## src/rtl/scanner_pkg.sv

```systemverilog
// Shared types for the set-bit scanner: scan direction and FSM state encodings.
package scanner_pkg;

    localparam int unsigned DEFAULT_WIDTH = 16;

    typedef enum logic {
        DIR_LEFT  = 1'b0,
        DIR_RIGHT = 1'b1
    } dir_e;

    typedef enum logic {
        ST_IDLE = 1'b0,
        ST_SCAN = 1'b1
    } state_e;

endpackage

```

## src/rtl/find_first_set.sv

```systemverilog
// Combinational priority finder: first set bit of vec, scanning from MSB (DIR_LEFT) or LSB (DIR_RIGHT).
module find_first_set
    import scanner_pkg::*;
#(
    parameter int unsigned WIDTH = DEFAULT_WIDTH,
    parameter int unsigned IDX_W = $clog2(WIDTH)
) (
    input  logic [WIDTH-1:0] vec,
    input  dir_e             dir,
    output logic [IDX_W-1:0] idx,
    output logic [WIDTH-1:0] onehot,
    output logic             found
);

    // The first hit in scan order wins; later hits are masked by found.
    always_comb begin
        idx    = '0;
        onehot = '0;
        found  = 1'b0;
        for (int unsigned i = 0; i < WIDTH; i++) begin
            if (dir == DIR_RIGHT) begin
                if (!found && vec[i]) begin
                    found     = 1'b1;
                    idx       = IDX_W'(i);
                    onehot[i] = 1'b1;
                end
            end else begin
                if (!found && vec[WIDTH-1-i]) begin
                    found             = 1'b1;
                    idx               = IDX_W'(WIDTH-1-i);
                    onehot[WIDTH-1-i] = 1'b1;
                end
            end
        end
    end

endmodule

```

## src/rtl/set_bit_scanner.sv

```systemverilog
// Accepts a word, then emits one beat per set bit (MSB- or LSB-first) over a valid/ready stream.
module set_bit_scanner
    import scanner_pkg::*;
#(
    parameter  int unsigned WIDTH = DEFAULT_WIDTH,
    localparam int unsigned IDX_W = $clog2(WIDTH),
    localparam int unsigned CNT_W = $clog2(WIDTH + 1)
) (
    input  logic             clk_i,
    input  logic             arstn_i,
    input  logic [WIDTH-1:0] data_i,
    input  logic             dir_i,
    input  logic             data_valid_i,
    output logic             data_ready_o,
    output logic             bit_valid_o,
    input  logic             bit_ready_i,
    output logic [IDX_W-1:0] bit_idx_o,
    output logic [WIDTH-1:0] bit_onehot_o,
    output logic [CNT_W-1:0] bit_cnt_o,
    output logic             bit_last_o,
    output logic             bit_empty_o
);

    state_e             state, state_nxt;
    dir_e               dir_q, dir_nxt;
    logic [WIDTH-1:0]   shadow, shadow_nxt;
    logic [CNT_W-1:0]   ord, ord_nxt;

    logic [IDX_W-1:0]   ffs_idx;
    logic [WIDTH-1:0]   ffs_onehot;
    logic               ffs_found;
    logic               scan;
    logic               multi_bit;
    logic               accept;
    logic               beat_hs;

    find_first_set #(
        .WIDTH (WIDTH),
        .IDX_W (IDX_W)
    ) u_ffs (
        .vec    (shadow),
        .dir    (dir_q),
        .idx    (ffs_idx),
        .onehot (ffs_onehot),
        .found  (ffs_found)
    );

    // Output beat is decoded purely from registered state; no path from data_i.
    assign scan         = (state == ST_SCAN);
    assign multi_bit    = |(shadow & (shadow - WIDTH'(1)));
    assign data_ready_o = arstn_i & (state == ST_IDLE);
    assign bit_valid_o  = scan;
    assign bit_idx_o    = scan ? ffs_idx : '0;
    assign bit_onehot_o = scan ? ffs_onehot : '0;
    assign bit_cnt_o    = (scan && ffs_found) ? ord : '0;
    assign bit_last_o   = scan & ~multi_bit;
    assign bit_empty_o  = scan & ~ffs_found;

    assign accept  = data_valid_i & data_ready_o;
    assign beat_hs = bit_valid_o & bit_ready_i;

    always_ff @(posedge clk_i or negedge arstn_i) begin
        if (!arstn_i) begin
            state  <= ST_IDLE;
            dir_q  <= DIR_LEFT;
            shadow <= '0;
            ord    <= '0;
        end else begin
            state  <= state_nxt;
            dir_q  <= dir_nxt;
            shadow <= shadow_nxt;
            ord    <= ord_nxt;
        end
    end

    // Ordinal is not advanced on the last beat so it never exceeds WIDTH.
    always_comb begin
        state_nxt  = state;
        dir_nxt    = dir_q;
        shadow_nxt = shadow;
        ord_nxt    = ord;
        case (state)
            ST_IDLE: begin
                if (accept) begin
                    state_nxt  = ST_SCAN;
                    shadow_nxt = data_i;
                    dir_nxt    = dir_e'(dir_i);
                    ord_nxt    = CNT_W'(1);
                end
            end
            ST_SCAN: begin
                if (beat_hs) begin
                    shadow_nxt = shadow & ~ffs_onehot;
                    if (bit_last_o) begin
                        state_nxt = ST_IDLE;
                    end else begin
                        ord_nxt = ord + CNT_W'(1);
                    end
                end
            end
            default: state_nxt = ST_IDLE;
        endcase
    end

endmodule

```

## config.mk

```make
export PLATFORM = sky130hd
export DESIGN_NAME = set_bit_scanner
export DESIGN_NICKNAME = d
export VERILOG_FILES = /design/src/rtl/scanner_pkg.sv /design/src/rtl/find_first_set.sv /design/src/rtl/set_bit_scanner.sv
export SDC_FILE = /design/constraint.sdc
export NUM_CORES = 1
export LEC_CHECK = 0
export ABC_AREA = 1
export CAP_MARGIN = 20
export CORE_MARGIN = 3
export CORE_UTILIZATION = 55
export CTS_CLUSTER_DIAMETER = 40
export DETAILED_ROUTE_END_ITERATION = 10
export GPL_TIMING_DRIVEN = 0
export PLACE_DENSITY = 0.86
export SYNTH_ARGS = -nofsm -noshare
export SYNTH_HDL_FRONTEND = slang
export SYNTH_SLANG_ARGS = --single-unit
```

## constraint.sdc

```tcl
create_clock -name clk_i -period 8.75 [get_ports clk_i]
set_clock_uncertainty 0.2 [all_clocks]
set_input_delay 1.3125 -clock clk_i [delete_from_list [all_inputs] [get_ports clk_i]]
set_output_delay 1.3125 -clock clk_i [all_outputs]
set_load 0.01 [all_outputs]
```

After elaboration in Yosys (flattened, before gate mapping). Index checks and enable logic that the tools add are counted.

Register bits after elaboration: 23. Input bits: 21. Output and inout bits: 29. Word-level logic and storage cells: 241.

Add/subtract/negate cells: 2. Equality and inequality tests: 3. Mux-type cells: 171. Bitwise operators: 11. Reductions and logical operators: 50.

Operators with widths (number): $mux 4 (48); $mux 1 (113); $mux 16 (3); $and 16x16->16 (2); $pmux 16 s2 (1); $logic_and 1x1->1 (31); $mux 5 (4); $not 16->16 (1); $reduce_or 16->1 (1); $sub 16x1->16 const B (1); $logic_not 1->1 (15); $pmux 5 s2 (1); $add 5x1->5 const B (1); $and 1x1->1 (5); $ne 2x2->1 const B (2); $reduce_and 2->1 (2); $not 1->1 (3); $reduce_and 3->1 (1); $ne 2x1->1 const B (1); $pmux 1 s2 (1).

Logic depth before layout (Yosys ltp). Gate-level depths: netlist of the first run.

Depth after elaboration: 66. Gate-level depth with buffers: 20. Mapped depth without buffers: 20.

By module. Synthesis of the first run repeated with hierarchy kept, for this count alone.

Cells, all modules: 387. Area, all modules: 2357.3 um^2.

By module, submodules not included: set_bit_scanner (instances 1, cells an instance 237, area each 1587.8 um^2, seq. area each 575.6 um^2); find_first_set (instances 1, cells an instance 150, area each 769.5 um^2, seq. area each 0.0 um^2).

Worst setup path after synthesis of the first run. OpenSTA, ideal clock, no wires.

Path type: flip-flop to output port. From: register shadow[14]. To: output port bit_idx_o[2]. Data arrival time: 2.431 ns. Data required time: 7.238 ns. Slack: 4.806 ns. Cell stages (with the launch flop): 17. Cell sequence: dfrtp_1 -> buf_2 -> o21ai_2 -> nand2_2 -> nor3_2 -> nand2_1 -> nor2_4 -> nand4_4 -> nor2_4 -> nand4_2 -> nor2_4 -> nand4_4 -> nor2_8 -> nand3_4 -> nor2_4 -> nand2_2 -> a21oi_1.

Word-level cells in the longest chain between the ends: 60. Elaborated cells on any way between the ends: 129. Classes of those cells: mux: 86; reduce/logical: 43.

RTL lines: start, declared (line set_bit_scanner.sv:26) `logic [WIDTH-1:0] shadow, shadow_nxt;`; start signal, assigned (line set_bit_scanner.sv:71) `shadow <= shadow_nxt;`; $logic_and 1x1->1 (line find_first_set.sv:28) `if (!found && vec[WIDTH-1-i]) begin`; $mux 1 (line find_first_set.sv:28); $mux 1 (line find_first_set.sv:21) `if (dir == DIR_RIGHT) begin`; $logic_not 1->1 (line find_first_set.sv:22, find_first_set.sv:28); $logic_and 1x1->1 (on tied branches) (line find_first_set.sv:28, find_first_set.sv:22); $mux 1 (on tied branches) (line find_first_set.sv:28, find_first_set.sv:22); $mux 1 (line find_first_set.sv:21); $logic_not 1->1 (line find_first_set.sv:22, find_first_set.sv:28); (+44 left out); $logic_and 1x1->1 (on tied branches) (line find_first_set.sv:28, find_first_set.sv:22); $mux 1 (on tied branches) (line find_first_set.sv:28, find_first_set.sv:22); $mux 1 (line find_first_set.sv:21); $logic_not 1->1 (line find_first_set.sv:22, find_first_set.sv:28); $logic_and 1x1->1 (on tied branches) (line find_first_set.sv:28, find_first_set.sv:22); $mux 4 (on tied branches) (line find_first_set.sv:28, find_first_set.sv:22); $mux 4 (*) (line find_first_set.sv:21); $mux 4 (*) (line set_bit_scanner.sv:53) `assign bit_idx_o = scan ? ffs_idx : '0;`; end, declared (line set_bit_scanner.sv:17) `output logic [IDX_W-1:0] bit_idx_o,`.

Mark *: on every way between the ends. The rest lies on a longest branch, timed or not.

Worst setup path after layout of the first run.
From: register shadow[14]. To: output port bit_idx_o[0].

Same word-level chain as after synthesis.

==> results of run 1 <==
sequential cells by signal (all words and copies together), names as in the netlist:
register and flops:
ord 5, shadow 16, dir_q 1, bit_valid_o 1
power groups by stage:
stage | clock (mW) | combinational (mW) | sequential [mW]
2_1_floorplan | 0 | 0.142 | 0.160
6_report | 0.0704 | 0.222 | 0.170
5_1_grt | 0.0751 | 0.248 | 0.175
3_5_place_dp | 0 | 0.219 | 0.169
4_1_cts | 0.0702 | 0.221 | 0.168
3_3_place_gp | 0 | 0.214 | 0.169
cell families after synthesis:
logic type | Yosys count
AOI/OAI and AO/OA | 65
DFF | 23
xor gates and xnor gates | 2
buffers and inverters | 65
adders and majority gates | 1
and+or+nand+nor | 193
worst max-delay path by stage:
stage	to	slack, ps	cells after the start
final	bit_idx_o[0]	3630	17
after global routing	bit_idx_o[2]	3370	17
after CTS	bit_idx_o[0]	3680	17
after detailed placement	bit_idx_o[3]	3990	17
after global placement	data_ready_o	3800	4
after floorplan	bit_idx_o[2]	4810	16
worst reg2reg max path, stage by stage (launching register included):
cell and delay [ps]:
dfrtp_1 430, nor2_1 180, nand2_1 90, nor2_1 230, nand2_1 130, nor3_1 310, nand2_1 160, o21ai_0 160
o21ai_0 100, a21oi_1 160, nand4_1 220, nand2_1 160, nand2_1 60, nand2_1 180, inv_1 120, nand2_1 80
xor2_1 180, a21oi_1 60
layer usage:
metal,vias up,GRT usage
met5,-,0
met4,0,0.128
met3,24,0.0754
met2,160,0.499
met1,1223,0.385
li1,1279,-
synthesized netlist by cell type (4+ instances only):
cell and count:
nor3_1 7, dfrtp_1 23, a22oi_1 12, o21ai_0 8, nor2_1 54, nand2_1 64
inv_2 5, a21oi_1 33, nand4_1 17, nand3_1 31, nor2_4 4, buf_1 4
inv_1 44, clkbuf_1 9
metrics by stage:
step           total power, mW  area [µm²]
2_1_floorplan            0.302        2200
3_3_place_gp             0.383        2750
3_5_place_dp             0.389        2770
4_1_cts                  0.459        2810
5_1_grt                  0.498        2810
6_report                 0.463        2810
final cells by class:
| type | count | area [µm²] |
|---|---|---|
| inverters | 50 | 188 |
| repair buffers | 50 | 505 |
| fillers | 317 | 957 |
| flip-flops and latches | 23 | 576 |
| well taps | 48 | 60.1 |
| clock buffers | 4 | 45.0 |
| plain buffers | 15 | 67.6 |
| multi-input cells | 261 | 1370 |
==> metrics.md, run 1 <==
| Metric | Value |
|---|---|
| CP required | `7240 ps` |
| Placer Congestion | `1.00` |
| FFs w/ async S/R, synth | `1.00` |
| Leakage power | `1.40 nW` |
| Commonest cells after routing, fill and taps aside | `64 x nand2_1, 54 x nor2_1, 49 x clkdlybuf4s50_1, 44 x inv_1, 33 x a21oi_1` |
| Peak supply drop | `0.000123 V` |
| HP Start | `ord[0]` |
| Clock latency on the worst-skew pair | `270 ps` |
| Average size of a mapped cell | `6.31 µm²` |
| Fin util | `0.746` |
| Mapped Cells | `349` |
| Final net count | `426` |
| Post-CTS Setup Inserts | `0` |
| Global-route wire length before repair | `12,000 µm` |
| Net Count, Synth | `371` |
| Die area | `0.00480 mm²` |
| Layout cells sized above 1 | `0.0695` |
| Post-route non-filler standard cell count | `451` |
| Worst-path maximum fanout | `8` |
| CTS Buffer Depth | `2` |
| Critical R2R Launch | `shadow[1]` |
| Die width | `69.3 µm` |
| Worst Setup End Kind | `output pin` |
| Ant. Diodes | `0` |
| Top_reg_cell synth | `dfrtp_1` |
| Initial Util | `0.584` |
| Post-DP HPWL | `5590 µm` |
| Routed WL | `7300 µm` |
| TritonRoute pass-1 iters | `5` |
| Leading area contributor after synthesis | `dfrtp_1` |
| Internal power | `0.263 mW` |
| Buffers plus inverters on the worst setup path | `3` |
| Via-to-Cell Ratio | `5.96` |
| Met1 wire length | `2920 µm` |
| Period utilization | `0.585` |
| Core area | `0.00377 mm²` |
| R2R cell count | `17` |
| CP top delay family | `simple AND/OR/NAND/NOR gates` |
| Comb pwr share | `0.481` |
| Slew of the pin with the lowest slew margin | `670 ps` |
| Slew HR | `0.554` |
| Synth Area in Compound Gates | `0.175` |
| Grt ovf | `0` |
| Post-synthesis adder-cell area fraction | `0.00568` |
| Drt wl/cell | `16.2 µm` |
| DR DRC count | `0` |
| Mux share of post-synthesis cell area | `0` |
| Htree depth | `1` |
| Top-area cell type share of the netlist area | `0.261` |
| Status | `complete, no violations` |
| CTS tree | `done` |
| Reg2reg end | `ord[2]` |
| CTS Buf Count | `3` |
| Top layer in use | `met4` |
| Sequential Power Share | `0.367` |
| Max-slew violation count | `0` |
| CTS resizes | `0` |
| Tmin final | `5120 ps` |
| Hold WC Path Type | `flip-flop to flip-flop` |
| # IOs | `50` |
| Fmax | `195 MHz` |
| R2R Setup Slk | `5420 ps` |
| Placed insts | `447` |
| Total Routing Usage GR | `0.306` |
| Commonest non-fill, non-tap cell in the layout | `nand2_1` |
| XOR/XNOR Fraction of Synth Area | `0.00795` |
| #FFs+latches synth | `23` |
| Vias in the first global route | `2,602` |
| Hold Path Depth | `2` |
| Worst hold slack | `392 ps` |
| Pre-CTS setup slack | `3990 ps` |
| Row count | `22` |
| Synth Area in Simple Gates | `0.434` |
| Reg clk slew, reported paths | `100 ps` |
| Data arrival time of the critical path | `3600 ps` |
| EDFF count, synth | `0` |
| Port-buffer cells | `49` |
| Largest family of logic cells by synthesized area | `simple AND/OR/NAND/NOR gates` |
| Yosys Warn Count | `0` |
| Final Hold Fails | `0` |
| Mapped Area | `0.00220 mm²` |
| Area growth from synthesis to layout | `27.7%` |
| DR vias | `2,686` |
| P per Cell Area | `164 mW/mm²` |
| Post-CTS Hold Buffers | `0` |
| Sw Ratio | `0.431` |
| Slowest-stage cell, CP | `clkdlybuf4s50_1` |
| CP Launch Type | `flip-flop` |
| CP Class | `flip-flop to output pin` |
| Clock power share | `0.152` |
| Critical path, cell by cell | `buf_2 -> inv_2 -> nand4_2 -> nand2_1 -> nor2_1 -> nand4_1 -> nand4_4 -> nor2_4 -> nand4_2 -> nor2_4 -> nand4_4 -> nor2_8 -> nand2_2 -> nor2_1 -> nor2_1 -> a21oi_1 -> clkdlybuf4s50_1` |
| P_sw | `0.199 mW` |
| Yosys cell types | `38` |
| Clk sinks | `23` |
| Top area cells in the synthesized netlist | `dfrtp_1 26%, nand2_1 11%, nor2_1 9.2%, a21oi_1 7.5%, inv_1 7.5%` |
| Initial antenna violation count | `0` |
| Max-cap viol count | `0` |
| Hold endpoint | `ord[0]` |
| WL met3 | `757 µm` |
| Worst Slack Setup Final | `3630 ps` |
| CTS root buf | `clkbuf_8` |
| Initial DRC Count | `241` |
| Worst path most repeated cell | `nor2_1` |
| Antenna Violating Nets Remaining | `0` |
| Final setup fails | `0` |
| Height of the die | `69.3 µm` |
| Sequential element share of the synthesized area | `0.261` |
| Setup TNS | `0 ps` |
| CP max stage delay | `570 ps` |
| Largest net degree at the start of global routing | `15` |
| DR WL met2 | `3350 µm` |
| Crit path launch | `shadow[14]` |
| RSZ-0062 raised after global routing | `no` |
Note: power is estimated with default switching activity, not from simulation.
==> run 2: changes to the inputs <==
- CORE_UTILIZATION: 55 -> 46
- PLACE_DENSITY: 0.86 -> 0.77
- clock period: 8.75 -> 4.51 ns (I/O delays scaled with it)
==> run 2 against run 1 <==
  * Sequential cell count unchanged
  * Register-to-register slack worse by 3900 ps
  * Sequential power up 93%
  * Highest routed layer unchanged
  * Largest cell class unchanged
  * Final area up 4.0%
==> metrics.md, run 2 (synthesis gave the netlist of run 1 again) <==
| Metric | Value |
|---|---|
| Status | `complete, no violations` |
| Port-buffer cells | `49` |
| Period utilization | `0.969` |
| Largest net degree at the start of global routing | `16` |
| Row count | `24` |
| Routed WL | `7460 µm` |
| Slew HR | `0.522` |
| Comb pwr share | `0.481` |
| TritonRoute pass-1 iters | `5` |
| Data arrival time of the critical path | `3490 ps` |
| Hold Path Depth | `2` |
| Worst Setup End Kind | `output pin` |
| Vias in the first global route | `2,458` |
| Reg clk slew, reported paths | `90 ps` |
| Antenna Violating Nets Remaining | `0` |
| Die width | `75.2 µm` |
| Initial antenna violation count | `0` |
| Htree depth | `1` |
| Clk sinks | `23` |
| Max reg flops | `16` |
| R2R cell count | `17` |
| Sw Ratio | `0.434` |
| P per Cell Area | `307 mW/mm²` |
| Final Cell Area | `0.00293 mm²` |
| GR peak layer | `met2` |
| R2R Setup Slk | `1480 ps` |
| Ant. Diodes | `0` |
| Max-cap viol count | `0` |
| Most flops, register | `shadow` |
| CTS root buf | `clkbuf_8` |
| Hold WC Path Type | `flip-flop to flip-flop` |
| Post-DP HPWL | `5640 µm` |
| Crit path launch | `shadow[14]` |
| Met1 usage | `0.368` |
| Placer Congestion | `0.992` |
| Initial Util | `0.492` |
| Drt wl/cell | `16.1 µm` |
| Clock latency on the worst-skew pair | `280 ps` |
| Post-CTS Hold Buffers | `0` |
| Fmax | `229 MHz` |
| Total Routing Usage GR | `0.272` |
| Final setup fails | `0` |
| Final net count | `434` |
| Sequential Power Share | `0.365` |
| Leakage power | `1.56 nW` |
| Met2 Usage GRT | `0.449` |
| # fillers | `421` |
| Area growth from synthesis to layout | `32.8%` |
| DR vias | `2,682` |
| CP Class | `flip-flop to output pin` |
| CTS tree | `done` |
| P_sw | `0.390 mW` |
| Core area | `0.00447 mm²` |
| Final Hold Fails | `0` |
| Global-route wire length before repair | `11,600 µm` |
| Grt ovf | `0` |
| CP Launch Type | `flip-flop` |
| Height of the die | `75.2 µm` |
| Grt met3 use | `0.0294` |
| Internal power | `0.509 mW` |
| CP required | `3630 ps` |
| Die area | `0.00566 mm²` |
| Tmin final | `4370 ps` |
| Biggest regs | `shadow x16, ord x5` |
| Reg2reg end | `ord[2]` |
| Clock power share | `0.154` |
| Peak supply drop | `0.000229 V` |
| DR DRC count | `0` |
| Fin util | `0.654` |
| CTS Buffer Depth | `2` |
| Commonest cells after routing, fill and taps aside | `63 x nand2_1, 53 x nor2_1, 44 x inv_1, 41 x clkdlybuf4s50_1, 33 x a21oi_1` |
| Via-to-Cell Ratio | `5.79` |
| Initial DRC Count | `198` |
| Critical Path Sink | `bit_cnt_o[2]` |
| CTS Buf Count | `3` |
| Commonest non-fill, non-tap cell in the layout | `nand2_1` |
| # IOs | `50` |
| Slew of the pin with the lowest slew margin | `715 ps` |
| Layout cells sized above 1 | `0.102` |
| Critical R2R Launch | `shadow[1]` |
| Max-slew violation count | `0` |
| Post-DP Area | `0.00277 mm²` |
| Worst-path maximum fanout | `8` |
-- run 2: cell count changes in the layout (fill, tap and decap cells not counted), sizes merged --
cell           delta
clkbuf            -1
buf               +8
dlymetal6s2s      +8
clkinv            +1
clkdlybuf4s50     -8
-- run 2: area by class of cell --
type	count	area, µm²	area share
inverter	50	190	0.0650
sequential	23	578	0.198
clock buffer	3	41.3	0.0141
buffer	15	71.3	0.0244
timing repair buffer	58	586	0.200
multi-input combinational	261	1390	0.475
tap	52	65.1	0.0222
clock inverter	1	5.00	0.00171
-- run 2: stage by stage --
stage	setup TNS, ps	setup slack [ps]	total power [mW]	cells	hold slack [ps]
2_1_floorplan	0	1200	0.586	349	181
3_3_place_gp	0	330	0.746	450	319
3_5_place_dp	0	280	0.755	451	331
4_1_cts	0	24.2	0.896	456	356
5_1_grt	-80.4	-31.3	0.967	463	398
6_report	0	139	0.899	463	359
-- run 2: repair_timing --
action                                  CTS  global route
buffers inserted                          1             7
pin swaps                                 1             6
gates resized for setup                   3            15
endpoints found under the setup margin    4            14
-- run 2: power groups by stage --
stage	combinational, mW	clock (mW)	sequential, mW
after floorplan	0.276	0	0.310
after global placement	0.418	0	0.328
after detailed placement	0.426	0	0.329
after CTS	0.429	0.141	0.325
after global routing	0.482	0.149	0.335
final	0.432	0.139	0.328
-- run 2: worst min path at each step --
stage,from,end,slack (ps)
after floorplan,arstn_i,bit_valid_o,180
after global placement,ord[4],ord[4],320
after detailed placement,ord[4],ord[4],330
after CTS,ord[4],ord[4],360
after global routing,ord[4],ord[4],400
final,ord[4],ord[4],360
-- run 2: worst max-delay path, cell delays in order (launching register included) --
cell	delay, ps
dfrtp_1	370
clkbuf_4	180
inv_2	120
nand4_2	150
nand2_1	160
nor2_1	90
nand4_1	250
nand4_4	160
nor2_4	160
nand4_2	120
nor2_4	140
nand4_4	110
nor2_8	200
nand3_4	110
nor2_4	130
nand3_1	130
nand2_2	120
nor2_1	50
clkdlybuf4s50_1	480
-- run 2: per-layer routing --
layer  vias to the layer above  wire, µm
met5                         -         0
met4                         0       142
met3                        15       443
met2                       120      3600
met1                      1259      3270
li1                       1288         -
==> run 3: changes to the inputs <==
- CORE_UTILIZATION: 46 -> 47
- CTS_CLUSTER_DIAMETER: 40 -> not set
- PLACE_DENSITY: 0.77 -> 0.78
- SYNTH_HIERARCHICAL: not set -> 1
==> run 3 against run 2 <==
  * Sequential share of layout area is 1.1 points lower
  * Maximum frequency is 1.7% higher
  * Critical path depth stayed put
  * Critical path type unchanged
  * Non-clock buffer count is 5 lower
==> metrics.md, run 3 <==
| Metric | Value |
|---|---|
| Mapped Area | `0.00236 mm²` |
| Worst path most repeated cell | `nand2_1` |
| Initial Util | `0.493` |
| # IOs | `50` |
| Area growth from synthesis to layout | `31.7%` |
| Max-cap viol count | `0` |
| Average size of a mapped cell | `6.09 µm²` |
| GR peak layer | `met2` |
| Global-route wire length before repair | `11,600 µm` |
| Final setup fails | `0` |
| Data arrival time of the critical path | `3420 ps` |
| Commonest cells after routing, fill and taps aside | `101 x nand2_1, 77 x inv_1, 50 x nor2_1, 48 x clkdlybuf4s50_1, 24 x nand3_1` |
| Max-slew violation count | `0` |
| Slew HR | `0.641` |
| #FFs+latches synth | `23` |
| Tmin final | `4300 ps` |
| Htree depth | `1` |
| CP top delay family | `simple AND/OR/NAND/NOR gates` |
| EDFF count, synth | `0` |
| Grt met3 use | `0.0376` |
| Layout cells sized above 1 | `0.125` |
| Most flops, register | `shadow` |
| Worst-path maximum fanout | `6` |
| Vias in the first global route | `2,548` |
| Max reg flops | `16` |
| Slowest-stage cell, CP | `clkdlybuf4s50_1` |
| Fin util | `0.649` |
| FFs w/ async S/R, synth | `1.00` |
| Top area cells in the synthesized netlist | `dfrtp_1 24%, nand2_1 17%, inv_1 12%, nor2_1 8.1%, a22oi_1 5.4%` |
| Top-area cell type share of the netlist area | `0.244` |
| Worst Setup End Kind | `output pin` |
| CP Class | `flip-flop to output pin` |
| Yosys cell types | `37` |
| DR DRC count | `0` |
| Status | `complete, no violations` |
| Period utilization | `0.953` |
| Ant. Diodes | `0` |
| Final net count | `472` |
| Routed WL | `7080 µm` |
| Drt wl/cell | `13.7 µm` |
| DR vias | `2,694` |
| Slew of the pin with the lowest slew margin | `538 ps` |
| Met1 usage | `0.317` |
| P per Cell Area | `863 mW/mm²` |
| Core area | `0.00479 mm²` |
| Leading area contributor after synthesis | `dfrtp_1` |
| Commonest non-fill, non-tap cell in the layout | `nand2_1` |
| Met2 Usage GRT | `0.404` |
| RSZ-0062 raised after global routing | `yes` |
| Yosys Warn Count | `6` |
| # fillers | `444` |
| CTS tree | `done` |
| Mapped Cells | `387` |
| CTS Buffer Depth | `2` |
| Row count | `25` |
| Critical path, cell by cell | `nor2_2 -> nand2_1 -> nand2_1 -> nand3_2 -> nor2_4 -> nand4_4 -> nor2_4 -> o2111ai_2 -> inv_2 -> nand4_4 -> nor2_4 -> nand4_4 -> nor3_4 -> nand2_1 -> nand2_1 -> nand2_1 -> inv_1 -> clkdlybuf4s50_1` |
| Biggest regs | `shadow x16, ord x5` |
| Grt ovf | `0` |
| Hold WC Path Type | `flip-flop to flip-flop` |
| Final Hold Fails | `0` |
| Most frequent cell after synthesis | `nand2_1` |
| Initial DRC Count | `254` |
| Worst hold slack | `334 ps` |
| Peak supply drop | `0.000655 V` |
| CTS root buf | `clkbuf_8` |
| Reg clk slew, reported paths | `90 ps` |
| TritonRoute pass-1 iters | `5` |
| Sequential element share of the synthesized area | `0.244` |
| Buffers plus inverters on the worst setup path | `3` |
| Top_reg_cell synth | `dfrtp_1` |
| Clk sinks | `23` |
| Net Count, Synth | `409` |
| Via-to-Cell Ratio | `5.22` |
| Placer Congestion | `0.907` |
| CTS Buf Count | `3` |
| CP Launch Type | `flip-flop` |
| Port-buffer cells | `49` |
| Fmax | `233 MHz` |
| Total Routing Usage GR | `0.238` |
| Post-synth top cells | `104 x nand2_1, 77 x inv_1, 51 x nor2_1` |
| Post-CTS Hold Buffers | `0` |
| Leakage power | `1.67 nW` |
| Die area | `0.00590 mm²` |
| Post-DP HPWL | `5380 µm` |
| Die width | `76.8 µm` |
| Initial antenna violation count | `0` |
| CP required | `3630 ps` |
| CP max stage delay | `530 ps` |
| Largest net degree at the start of global routing | `25` |
| Height of the die | `76.8 µm` |
| Antenna Violating Nets Remaining | `0` |
| Clock latency on the worst-skew pair | `270 ps` |
[run 3: changes by cell type in the layout (fill, tap and decap cells not counted), sizes merged, moves of 4 or more]
cell           change
clkbuf             -6
nand4              -7
a21oi             -29
nor3               -4
nand2             +42
dlymetal6s2s       -7
inv               +30
o21ai             +15
nand3              -5
clkdlybuf4s50      +7
a22oi              +5
[run 3: tightest hold or removal path, delay by kind of cell, from the launching register on]
family,cells,cell delay [ps]
and+or+nand+nor,2,120
DFF,1,400
[run 3: what timing repair did]
| item | in CTS | in global routing |
|---|---|---|
| setup endpoints to repair | 0 | 14 |
| buffers inserted | 0 | 8 |
| resized for setup | 0 | 12 |
[run 3: metrics by stage]
stage	std cells	area (µm²)	TNS (ps)	total power [mW]	setup slack, ps
3_5_place_dp	503	2930	0	2.41	442
4_1_cts	507	2980	0	2.56	116
2_1_floorplan	387	2360	0	1.74	1370
6_report	516	3100	0	2.68	213
3_3_place_gp	503	2930	0	2.38	492
5_1_grt	516	3100	-23.9	2.94	-18.5
[run 3: path summary, 6_finish.rpt]
check / from / endpoint / cells past startpoint / slack (ps)
setup / recovery: dir_q / bit_onehot_o[14] / 18 / 210
hold / removal: ord[4] / ord[4] / 2 / 330
setup reg to reg: dir_q / shadow[15] / 18 / 1430
hold reg to reg: ord[4] / ord[4] / 2 / 330
max in group asynchronous: arstn_i / shadow[14] / 2 / 3260
min in group asynchronous: arstn_i / shadow[10] / 1 / 450
[run 3: logic make-up after synthesis]
logic type / synth area share
simple gates: 0.453
compound gates: 0.132
mux: 0.00478
flops: 0.244
buf+inv: 0.150
xor+xnor: 0.0111
fa+ha+maj: 0.00531
[run 3: layout make-up]
type | count | area [µm²] | share of cell area
multi-input cells | 274 | 1460 | 0.470
repair buffers | 58 | 581 | 0.187
flip-flops and latches | 23 | 579 | 0.187
inverters | 80 | 300 | 0.0967
well taps | 67 | 83.8 | 0.0270
plain buffers | 10 | 52.6 | 0.0169
clock buffers | 3 | 41.3 | 0.0133
clock inverters | 1 | 7.51 | 0.00242
[run 3: where the power goes]
part / switching (mW) / internal, mW / leakage [nW]
Clock: 0.0732 / 0.0628 / 0.0217
Sequential: 0.179 / 0.299 / 0.289
Combinational: 1.15 / 0.913 / 1.36
Total: 1.40 / 1.27 / 1.67
[run 3: routing by layer]
metal | share of wire | wire length [µm]
met4 | 0.013 | 90
met2 | 0.48 | 3380
met3 | 0.059 | 421
met1 | 0.45 | 3190
met5 | 0 | 0
